`src/rtl/ifetch_unit.sv`:
```
// Fetch stage of the RV32I multicycle core: owns the PC, latches imem output into IR, hands off to decode.
// Optional misaligned-redirect trapping is enabled by defining IFETCH_MISALIGN_TRAP_EN.
module ifetch_unit #(
  parameter int unsigned             XLEN        = 32,
  parameter int unsigned             INSTR_WIDTH = 32,
  parameter logic [XLEN-1:0]         RESET_PC    = 32'h0000_0000,
  parameter logic [INSTR_WIDTH-1:0]  NOP_INSTR   = 32'h0000_0013
) (
  input  logic                   clk,
  input  logic                   rst,
  output logic [XLEN-1:0]        imem_pc,
  input  logic [INSTR_WIDTH-1:0] imem_instr,
  input  logic                   redirect_valid,
  input  logic [XLEN-1:0]        redirect_pc,
  output logic [INSTR_WIDTH-1:0] ir,
  output logic [XLEN-1:0]        ir_pc,
  output logic [XLEN-1:0]        ir_pc_plus4,
  output logic                   ir_valid,
  input  logic                   ir_ready,
  output logic                   misalign_trap
);

  typedef enum logic [1:0] {
    S_FETCH,
    S_VALID
`ifdef IFETCH_MISALIGN_TRAP_EN
    , S_TRAP
`endif
  } state_t;

  state_t          state, next_state;
  logic [XLEN-1:0] pc;
  logic [XLEN-1:0] pc_next_seq;
  logic [XLEN-1:0] target;
  logic            misaligned;

  assign imem_pc     = pc;
  assign pc_next_seq = pc + XLEN'(4);

`ifdef IFETCH_MISALIGN_TRAP_EN
  assign target     = redirect_pc;
  assign misaligned = (redirect_pc[1:0] != 2'b00);
`else
  // low address bits are dropped on load; masking keeps every input bit referenced
  assign target        = redirect_pc & ~XLEN'(3);
  assign misaligned    = 1'b0;
  assign misalign_trap = 1'b0;
`endif

  always_ff @(posedge clk) begin
    if (rst) state <= S_FETCH;
    else     state <= next_state;
  end

  always_comb begin
    next_state = state;
    if (redirect_valid) begin
      next_state = S_FETCH;
`ifdef IFETCH_MISALIGN_TRAP_EN
      if (misaligned) next_state = S_TRAP;
`endif
    end else begin
      case (state)
        S_FETCH: next_state = S_VALID;
        S_VALID: if (ir_valid && ir_ready) next_state = S_FETCH;
        default: next_state = state;
      endcase
    end
  end

  always_ff @(posedge clk) begin
    if (rst) begin
      pc          <= RESET_PC;
      ir          <= NOP_INSTR;
      ir_pc       <= RESET_PC;
      ir_pc_plus4 <= RESET_PC + XLEN'(4);
      ir_valid    <= 1'b0;
    end else if (redirect_valid) begin
      // a coincident handshake is simply absorbed: the IR is flushed either way
      pc       <= target;
      ir       <= NOP_INSTR;
      ir_valid <= 1'b0;
      if (misaligned) begin
        ir_pc       <= redirect_pc;
        ir_pc_plus4 <= redirect_pc + XLEN'(4);
      end
    end else begin
      case (state)
        S_FETCH: begin
          ir          <= imem_instr;
          ir_pc       <= pc;
          ir_pc_plus4 <= pc_next_seq;
          pc          <= pc_next_seq;
          ir_valid    <= 1'b1;
        end
        S_VALID: if (ir_ready) ir_valid <= 1'b0;
        default: ;
      endcase
    end
  end

`ifdef IFETCH_MISALIGN_TRAP_EN
  always_ff @(posedge clk) begin
    if (rst)                 misalign_trap <= 1'b0;
    else if (redirect_valid) misalign_trap <= misaligned;
  end
`endif

endmodule

```
`config.mk`:
```
export PLATFORM = sky130hd
export DESIGN_NAME = ifetch_unit
export DESIGN_NICKNAME = d
export VERILOG_FILES = /design/src/rtl/ifetch_unit.sv
export SDC_FILE = /design/constraint.sdc
export NUM_CORES = 1
export LEC_CHECK = 0
export ABC_AREA = 1
export BUFFER_PORTS_ARGS = -buffer_cell sky130_fd_sc_hd__buf_2
export CAP_MARGIN = 20
export CORE_MARGIN = 8
export CORE_UTILIZATION = 35
export DETAILED_ROUTE_END_ITERATION = 8
export GPL_TIMING_DRIVEN = 0
export HOLD_SLACK_MARGIN = 0.1
export SLEW_MARGIN = 30
export SYNTH_ARGS = -nofsm -noshare
export SYNTH_HDL_FRONTEND = slang
export SYNTH_SLANG_ARGS = --single-unit
```
`constraint.sdc`:
```
create_clock -name clk -period 1.7 [get_ports clk]
set_input_delay 0.255 -clock clk [delete_from_list [all_inputs] [get_ports clk]]
set_output_delay 0.255 -clock clk [all_outputs]
set_load 0.01 [all_outputs]
```
---- Word-level counts from Yosys, hierarchy flattened ----
Index checks and enable logic that the tools add are counted.
W data, S select, Z words.
storage, ports and cells
  register bits after elaboration ......... 131
  latch bits .............................. 0
  RAM bits ................................ 0
  memory bits (read-only) ................. 0
  input port bits ......................... 68
  output and inout port bits .............. 130
  memories kept ........................... 0
operators by class
  add/sub/neg operators ................... 1
  multipliers ............................. 0
  div/mod/pow operators ................... 0
  $lt $le $gt $ge ......................... 0
  equal/unequal tests ..................... 3
  shift-type cells ........................ 0
  mux-type cells .......................... 6
  bitwise logic cells ..................... 1
  reductions and logical operators ........ 8
operator list
  kind                     number
  $mux W32                 2
  $add A32 B3 Y32 const B  1
  $reduce_and A2 Y1        3
  $ne A2 B2 Y1 const B     2
  $pmux W2 S2              1
  $reduce_bool A2 Y1       2
  $eq A2 B1 Y1 const B     1
  $logic_not A2 Y1         1
  $mux W2                  1
  $pmux W1 S2              1
  $reduce_or A2 Y1         1
  $logic_and A1 B1 Y1      1
  $mux W1                  1
  $not A1 Y1               1

---- Depth between registers and ports, before layout ----
Gate-level depths: netlist (run 1).
  depth in word-level cells ............... 3
  gate-level depth with buffers ........... 10

---- Least setup slack after synthesis (run 1) ----
No wires, ideal clock.
  kind .................................... register -> register
  start ................................... register pc[3], in the netlist imem_pc[3]
  end ..................................... register ir_pc_plus4[14]
  setup time .............................. 0.132 ns
  data arrival time ....................... 1.370 ns
  slack ................................... 0.198 ns
  stages on the path, launching flop included .. 9
  buffers on the path ..................... 0
  period minus slack after synthesis ...... 1.502 ns
  cells stage by stage .................... dfxtp_1 ha_1 nand2_1 nor2_4 nand2_4 nor2_4 a21oi_1 o21ai_0 a21oi_1
between the ends
  word-level cells in the longest chain between the ends .. 1
RTL lines
  item                    line  RTL
  from (decl)             32    logic [XLEN-1:0] pc;
  from (signal assigned)  80    pc <= target;
  from (signal assigned)  93    pc <= pc_next_seq;
  $add A32 B3 Y32         38    assign pc_next_seq = pc + XLEN'(4);
  to (signal assigned)    76    ir_pc_plus4 <= RESET_PC + XLEN'(4);
  to (signal assigned)    85    ir_pc_plus4 <= redirect_pc + XLEN'(4);
  to (signal assigned)    92    ir_pc_plus4 <= pc_next_seq;
  to (decl)               17    output logic [XLEN-1:0] ir_pc_plus4,
Every way passes these cells.
A chain may end at the register's enable or synchronous reset.

---- Worst setup path in the final report (run 1) ----
  start ................................... register pc[2], in the netlist imem_pc[2]
  end ..................................... register ir_pc_plus4[16]
Same word-level chain as after synthesis.

==> results.md, run 1 <==
- Grt total ovfl: 0
- Tot GR Track Use: 0.1948
- Synth Cell Area: 5269 um2
- Commonest non-fill, non-tap cell in the layout: nand2_1
- Pin count of the biggest net entering global routing: 17
- Fmax achieved: 635.7 MHz
- Hold slack: 0.1181 ns
- Setup violations, final: 0
- Crit path max fanout: 8
- H-tree levels: 4
- Crit start category: flop
- Core ar.: 14,980 um2
- CP Capture Type: flop
- CP required: 2.05 ns
- Reg power frac: 0.386
- DR pass1 iterations: 4
- Vias: 5,626
- Die Y: 138.7 um
- Clk pwr share: 0.505
- Internal power: 6257 uW
- Reg2reg setup slack: 0.13 ns
- Rel. slew slack: 0.5977
- Seq/Total Area, Yosys: 0.4711
- Vias per inst: 4.700
- Layout Utilization: 0.5047
- CTS Buf Count: 17
- Root Buffer: clkbuf_16
- CTS Sinks: 124
- Final Non-Filler Cells: 1,197
- Die footprint: 19,240 um2
- Unrepaired setup endpoints after global routing: false
- DP HPWL: 14,080 um
- PortBufs: 186
- Nets: 1,065
- Setup_tns: 0 ns
- Clk slew on worst S/H paths: 0.06 ns
- Worst r2r src: imem_pc[2]$_SDFFE_PP0P_
- Fillers: 1,517
- Final Wtd Congestion: 0.8361
- Initial Util: 0.3518
- Die width: 138.7 um
- Final min period: 1.573 ns
- Peak supply drop: 634.7 uV
- Diode count: 0
- Vias in the first global route: 5,626
- R2R depth: 9
- YS warnings: 0
- Clk buf depth: 2
- Sw frac: 0.2425
- Tcrit/Tclk final: 0.9253
- P&R area growth vs syn: 43.46%
- WHS Endpoint: imem_pc[8]$_SDFFE_PP0P_
- CTS tree: yes
- Wire length per cell: 15.78 um
- Fraction of layout cells with a size suffix above 1: 0.2725
- Hold_sp: redirect_pc[8]
- Avg Cell Area, Syn: 7.063 um2
- Post-Syn Instances: 746
- Most frequent cells in the layout: 226 x nand2_1, 192 x buf_2, 111 x dfxtp_1, 100 x a21oi_1, 67 x nor2_1
- Combinational share of power: 0.109
- Cell Rows: 45
- Max cap viols: 0
- P_leak: 0.003491 uW
- Power per cell area: 1093 nW/um2
- Initial antenna violation count: 1
- WHS Path Cells: 3
- Kind of critical path: flop to flop
- Crit Reg-Reg Endpoint: ir_pc_plus4[16]$_SDFFE_PP0P_
- Clk_skew: 0.007624 ns
- Post-synth cell types: 25
- Critical Path AT: 1.92 ns
- I/O pins: 198
- First-pass GRT wire length: 29,990 um
- Measured slew at the worst slew-check pin: 0.6034 ns
- # DRC: 0
- DRT iter0 DRCs: 389
- Post-Route WL: 18,890 um
- Reported net switching power: 2003 uW
- Slew Limit Fails: 0
- Worst Hold Class: primary input to flop
- Final ANT Viol Nets: 0
- Dpl cells: 1,126
- FF+latch count, synth: 124
- Final Hold Fails: 0
- Worst-Skew Late Latency: 0.42 ns
- Outcome: finished clean
[routing by layer]
layer / vias to the layer above / GRT usage / wire length, um
met5: - / 0 / 10
met4: 2 / 0.06066 / 250
met3: 24 / 0.08158 / 1830
met2: 194 / 0.3193 / 8591
met1: 2531 / 0.2268 / 8212
li1: 2875 / - / -
[cell families (layout without fill, tap and decap cells)]
group / Yosys count / in the layout / share of synthesized area
other cells: 1 / 7 / 0.0007117
simple gates: 343 / 343 / 0.2669
flops: 124 / 124 / 0.4711
xor+xnor: 8 / 8 / 0.01330
fa+ha+maj: 1 / 1 / 0.002374
compound gates: 166 / 166 / 0.1643
buf+inv: 103 / 360 / 0.08121
[power groups by stage]
stage	Clock [uW]	Combinational (uW)	Sequential, uW
floorplan	0	382	3290
global placement	0	828	3240
detailed placement	0	830	3240
CTS	4220	896	3180
global route	4360	999	3210
finish	4170	900	3190
[worst max-delay path, stage by stage, from the launching register on]
cell and delay, ns:
dfxtp_4 0.38, ha_4 0.16, nand2_2 0.08, nor2_4 0.16, nand2_4 0.10, nor2_4 0.23, nand2_1 0.08, nand2_1 0.06
nand3_1 0.11, a21oi_1 0.14
[stage by stage]
stage	power (uW)	setup slack, ns	area, um2
detailed placement	4069	-0.01232	6457
global route	8564	0.005296	7559
floorplan	3675	0.1980	5291
finish	8260	0.1269	7559
CTS	8294	0.005170	7483
global placement	4065	-0.03022	6457
[cell usage after synthesis, drive strengths merged]
cell type / n / area [um2]
nor2: 81 / 364.1
nand2: 232 / 888.4
xnor2: 2 / 17.52
clkbuf: 28 / 105.1
nand3b: 1 / 7.510
buf: 18 / 108.9
a21oi: 101 / 505.5
xor2: 6 / 52.55
nand3: 27 / 135.1
ha: 1 / 12.51
conb: 1 / 3.750
o21ai: 51 / 255.2
inv: 57 / 214.0
a22o: 7 / 61.31
nor3: 1 / 5.000
or2: 1 / 6.260
a31oi: 7 / 43.79
dfxtp: 124 / 2482
[layout make-up]
| cell class | count | area [um2] | share of cell area |
|---|---|---|---|
| Multi-Input combinational cell | 525 | 2405 | 0.3182 |
| Sequential cell | 124 | 2504 | 0.3312 |
| Timing Repair Buffer | 225 | 1311 | 0.1735 |
| Tap cell | 188 | 235.2 | 0.03112 |
| Buffer | 46 | 215.2 | 0.02847 |
| Inverter | 57 | 214.0 | 0.02831 |
| Clock inverter | 11 | 214.0 | 0.02831 |
| Clock buffer | 21 | 460.4 | 0.06092 |
[registers in the layout, indices dropped and copies added (netlist names)]
| name | cells |
|---|---|
| imem_pc | 30 |
| ir_pc_plus4 | 30 |
| ir_pc | 30 |
| state | 1 |
| ir_valid | 1 |
| ir | 32 |
[how the worst max path moves through the flow]
stage	from	to
after floorplan	imem_pc[3]$_SDFFE_PP0P_	ir_pc_plus4[14]$_SDFFE_PP0P_
after global placement	rst	imem_pc[29]$_SDFFE_PP0P_
after detailed placement	imem_pc[3]$_SDFFE_PP0P_	ir_pc_plus4[14]$_SDFFE_PP0P_
after CTS	imem_pc[2]$_SDFFE_PP0P_	ir_pc_plus4[16]$_SDFFE_PP0P_
after global routing	imem_pc[15]$_SDFFE_PP0P_	ir_pc_plus4[30]$_SDFFE_PP0P_
final	imem_pc[2]$_SDFFE_PP0P_	ir_pc_plus4[16]$_SDFFE_PP0P_
[what timing repair did]
item	in CTS	in global routing
hold buffers	35	0
gates resized for setup	1	22
endpoints found under the setup margin	8	36
buffers inserted	0	4
hold endpoints to repair	35	0
pin swaps	0	3
(Power assumes the default switching activity.)
==> run 2: changes to the inputs <==
--- a/config.mk
+++ b/config.mk
@@ -11,8 +11,10 @@
 export CORE_MARGIN = 8
 export CORE_UTILIZATION = 35
 export DETAILED_ROUTE_END_ITERATION = 8
+export GPL_ROUTABILITY_DRIVEN = 0
 export GPL_TIMING_DRIVEN = 0
 export HOLD_SLACK_MARGIN = 0.1
+export SETUP_SLACK_MARGIN = 0.3
 export SLEW_MARGIN = 30
 export SYNTH_ARGS = -nofsm -noshare
 export SYNTH_HDL_FRONTEND = slang
==> run 2 against run 1 <==
  * Via count up 4.3%
  * Register-to-register slack better by 0.07 ns
  * Cell area up 7.4%
  * Final cell count up 1.8%
  * Wire length up 3.8%
  * Combinational power up 9.2%
  * Worst hold slack better by 0.0012 ns
  * Non-clock buffer count up 22
  * Power down 2.5%
  * Sequential share of layout area down 1.8 points
  * Clock power down 7.0%
  * Die area unchanged
==> results.md, run 2 (synthesis results as in run 1) <==
- P&R area growth vs syn: 54.03% (was 43.46%)
- Crit Reg-Reg Endpoint: imem_pc[22]$_SDFFE_PP0P_ (was ir_pc_plus4[16]$_SDFFE_PP0P_)
- Die footprint: 19,240 um2 (unchanged)
- CTS tree: yes (unchanged)
- Tcrit/Tclk final: 0.8818 (was 0.9253)
- Vias in the first global route: 5,919 (was 5,626)
- Die width: 138.7 um (unchanged)
- Worst path bufs/invs: 0 (unchanged)
- Hold_sp: redirect_pc[9] (was redirect_pc[8])
- Crit start category: flop (unchanged)
- Rel. slew slack: 0.5695 (was 0.5977)
- Reg area: 2545 um2 (was 2504 um2)
- Root Buffer: clkbuf_16 (unchanged)
- Initial Util: 0.3518 (unchanged)
- CTS Sinks: 124 (unchanged)
- I/O pins: 198 (unchanged)
- Final Hold Fails: 0 (unchanged)
- Reg2reg setup slack: 0.20 ns (was 0.13 ns)
- Initial antenna violation count: 1 (unchanged)
- CTS Buf Count: 17 (unchanged)
- Fmax achieved: 667.1 MHz (was 635.7 MHz)
- # DRC: 0 (unchanged)
- Max cap viols: 0 (unchanged)
- Measured slew at the worst slew-check pin: 0.6458 ns (was 0.6034 ns)
- Final ANT Viol Nets: 0 (unchanged)
- Commonest non-fill, non-tap cell in the layout: nand2_1 (unchanged)
- Placed cell area: 6477 um2 (was 6457 um2)
- Grt peak-use layer: met2 (unchanged)
- Worst r2r src: imem_pc[2]$_SDFFE_PP0P_ (unchanged)
- Grt met2 use: 0.3284 (was 0.3193)
- Critical Path AT: 1.84 ns (was 1.92 ns)
- Pre-CTS setup slack: -0.06187 ns (was -0.01232 ns)
- Final Non-Filler Cells: 1,219 (was 1,197)
- Cell Rows: 45 (unchanged)
- Slew Limit Fails: 0 (unchanged)
- Vias per inst: 4.813 (was 4.700)
- Worst-Skew Late Latency: 0.42 ns (about the same)
- WHS Endpoint: imem_pc[9]$_SDFFE_PP0P_ (was imem_pc[8]$_SDFFE_PP0P_)
- Vias: 5,867 (was 5,626)
- Pin count of the biggest net entering global routing: 17 (unchanged)
- Outcome: finished clean (unchanged)
- Tot GR Track Use: 0.2023 (was 0.1948)
- Critical path, cell by cell: ha_4 > nand2_4 > nor2_4 > nand2_4 > nor2_4 > nand2_1 > nand2_1 > nand3_2 > a21oi_2 (was ha_4 > nand2_2 > nor2_4 > nand2_4 > nor2_4 > nand2_1 > nand2_1 > nand3_1 > a21oi_1)
- Fillers: 1,448 (was 1,517)
- CP Capture Type: flop (unchanged)
- Fraction of layout cells with a size suffix above 1: 0.3686 (was 0.2725)
- Setup ws final: 0.2010 ns (was 0.1269 ns)
- Post-Route WL: 19,620 um (was 18,890 um)
- PortBufs: 186 (unchanged)
- Finished Cell Area: 8115 um2 (was 7559 um2)
- Die Y: 138.7 um (unchanged)
- Nets: 1,087 (was 1,065)
- Biggest register: ir (unchanged)
- First-pass GRT wire length: 31,240 um (was 29,990 um)
- Unrepaired setup endpoints after global routing: true (was false)
- DRT iter0 DRCs: 314 (was 389)
- Max FFs per register: 32 (unchanged)
- Peak supply drop: 601.3 uV (was 634.7 uV)
- Dpl cells: 1,126 (unchanged)
- Kind of critical path: flop to flop (unchanged)
- Grt total ovfl: 0 (unchanged)
- Multi-input gate area: 2723 um2 (was 2405 um2)
- Power per cell area: 992.0 nW/um2 (was 1093 nW/um2)
- Clk_skew: 0.01529 ns (was 0.007624 ns)
- Final min period: 1.499 ns (was 1.573 ns)
- WHS Path Cells: 3 (unchanged)
- Clk slew on worst S/H paths: 0.06 ns (about the same)
- DP HPWL: 14,170 um (was 14,080 um)
- Slowest stage cell, crit path: dfxtp_4 (unchanged)
- Core ar.: 14,980 um2 (unchanged)
- DR pass1 iterations: 5 (was 4)
- Clk buf depth: 2 (unchanged)
- Crit path max fanout: 8 (unchanged)
- Met1 GRT Util: 0.2346 (was 0.2268)
- Most frequent cells in the layout: 212 x nand2_1, 190 x buf_2, 100 x dfxtp_1, 87 x a21oi_1, 51 x inv_1 (was 226 x nand2_1, 192 x buf_2, 111 x dfxtp_1, 100 x a21oi_1, 67 x nor2_1)
- Worst Hold Class: primary input to flop (unchanged)
- Wire length per cell: 16.10 um (was 15.78 um)
- H-tree levels: 4 (unchanged)
- Setup violations, final: 0 (unchanged)
- CP delay by family, top: simple AND/OR/NAND/NOR gates (unchanged)
- Max incr delay on CP: 0.38 ns (about the same)
- Diode count: 0 (unchanged)
- CP required: 2.04 ns (was 2.05 ns)
- Grt met3 use: 0.08330 (was 0.08158)
- R2R depth: 9 (unchanged)
- P_leak: 0.003754 uW (was 0.003491 uW)
[run 2: final cells by class]
cell class	instances	area share
plain buffers	46	0.03176
inverters	57	0.02698
clock inverters	14	0.02405
flip-flops and latches	124	0.3136
well taps	188	0.02899
clock buffers	18	0.05412
multi-input cells	525	0.3355
repair buffers	247	0.1850
[run 2: layer usage]
layer / up-vias / wire, um
li1: 2926 / -
met1: 2703 / 8405
met2: 205 / 9137
met3: 31 / 1692
met4: 2 / 374
met5: - / 11
[run 2: tightest hold or removal path: cells and delay by family]
family / cells / cell delay, ns
buffers and inverters: 1 / 0.10
AND/OR/NAND/NOR: 1 / 0.05
AO/OA/AOI/OAI: 1 / 0.07
[run 2: worst max-delay path by stage]
stage                                  from                      endpoint  slack (ns)  cells past startpoint
global placement                        rst      imem_pc[15]$_SDFFE_PP0P_       -0.04                      4
detailed placement                      rst      imem_pc[13]$_SDFFE_PP0P_       -0.06                      4
floorplan           imem_pc[4]$_SDFFE_PP0P_  ir_pc_plus4[14]$_SDFFE_PP0P_        0.32                      8
global route        imem_pc[2]$_SDFFE_PP0P_  ir_pc_plus4[14]$_SDFFE_PP0P_        0.10                      8
CTS                 imem_pc[2]$_SDFFE_PP0P_      imem_pc[22]$_SDFFE_PP0P_        0.24                      9
finish              imem_pc[2]$_SDFFE_PP0P_      imem_pc[22]$_SDFFE_PP0P_        0.20                      9
[run 2: timing repair]
item,4_1_cts,5_1_grt
setup endpoints to repair,77,88
hold endpoints to repair,39,0
setup buffers,13,9
hold buffers,39,0
gates resized for setup,59,107
pin swaps,18,25
[run 2: power breakdown]
group	internal [uW]	switching [uW]
Combinational	415	568
Clock	2490	1390
Sequential	3060	127
Total	5970	2090
[run 2: through the flow]
stage / setup TNS (ns) / util / power, uW / hold slack, ns
5_1_grt: 0 / 0.5419 / 8376 / 0.1050
3_5_place_dp: -0.3411 / 0.4325 / 4075 / 0.4531
4_1_cts: 0 / 0.5169 / 8045 / 0.1027
2_1_floorplan: 0 / - / 3678 / 0.3682
3_3_place_gp: -0.2663 / 0.4325 / 4065 / 0.4475
6_report: 0 / 0.5419 / 8051 / 0.1193
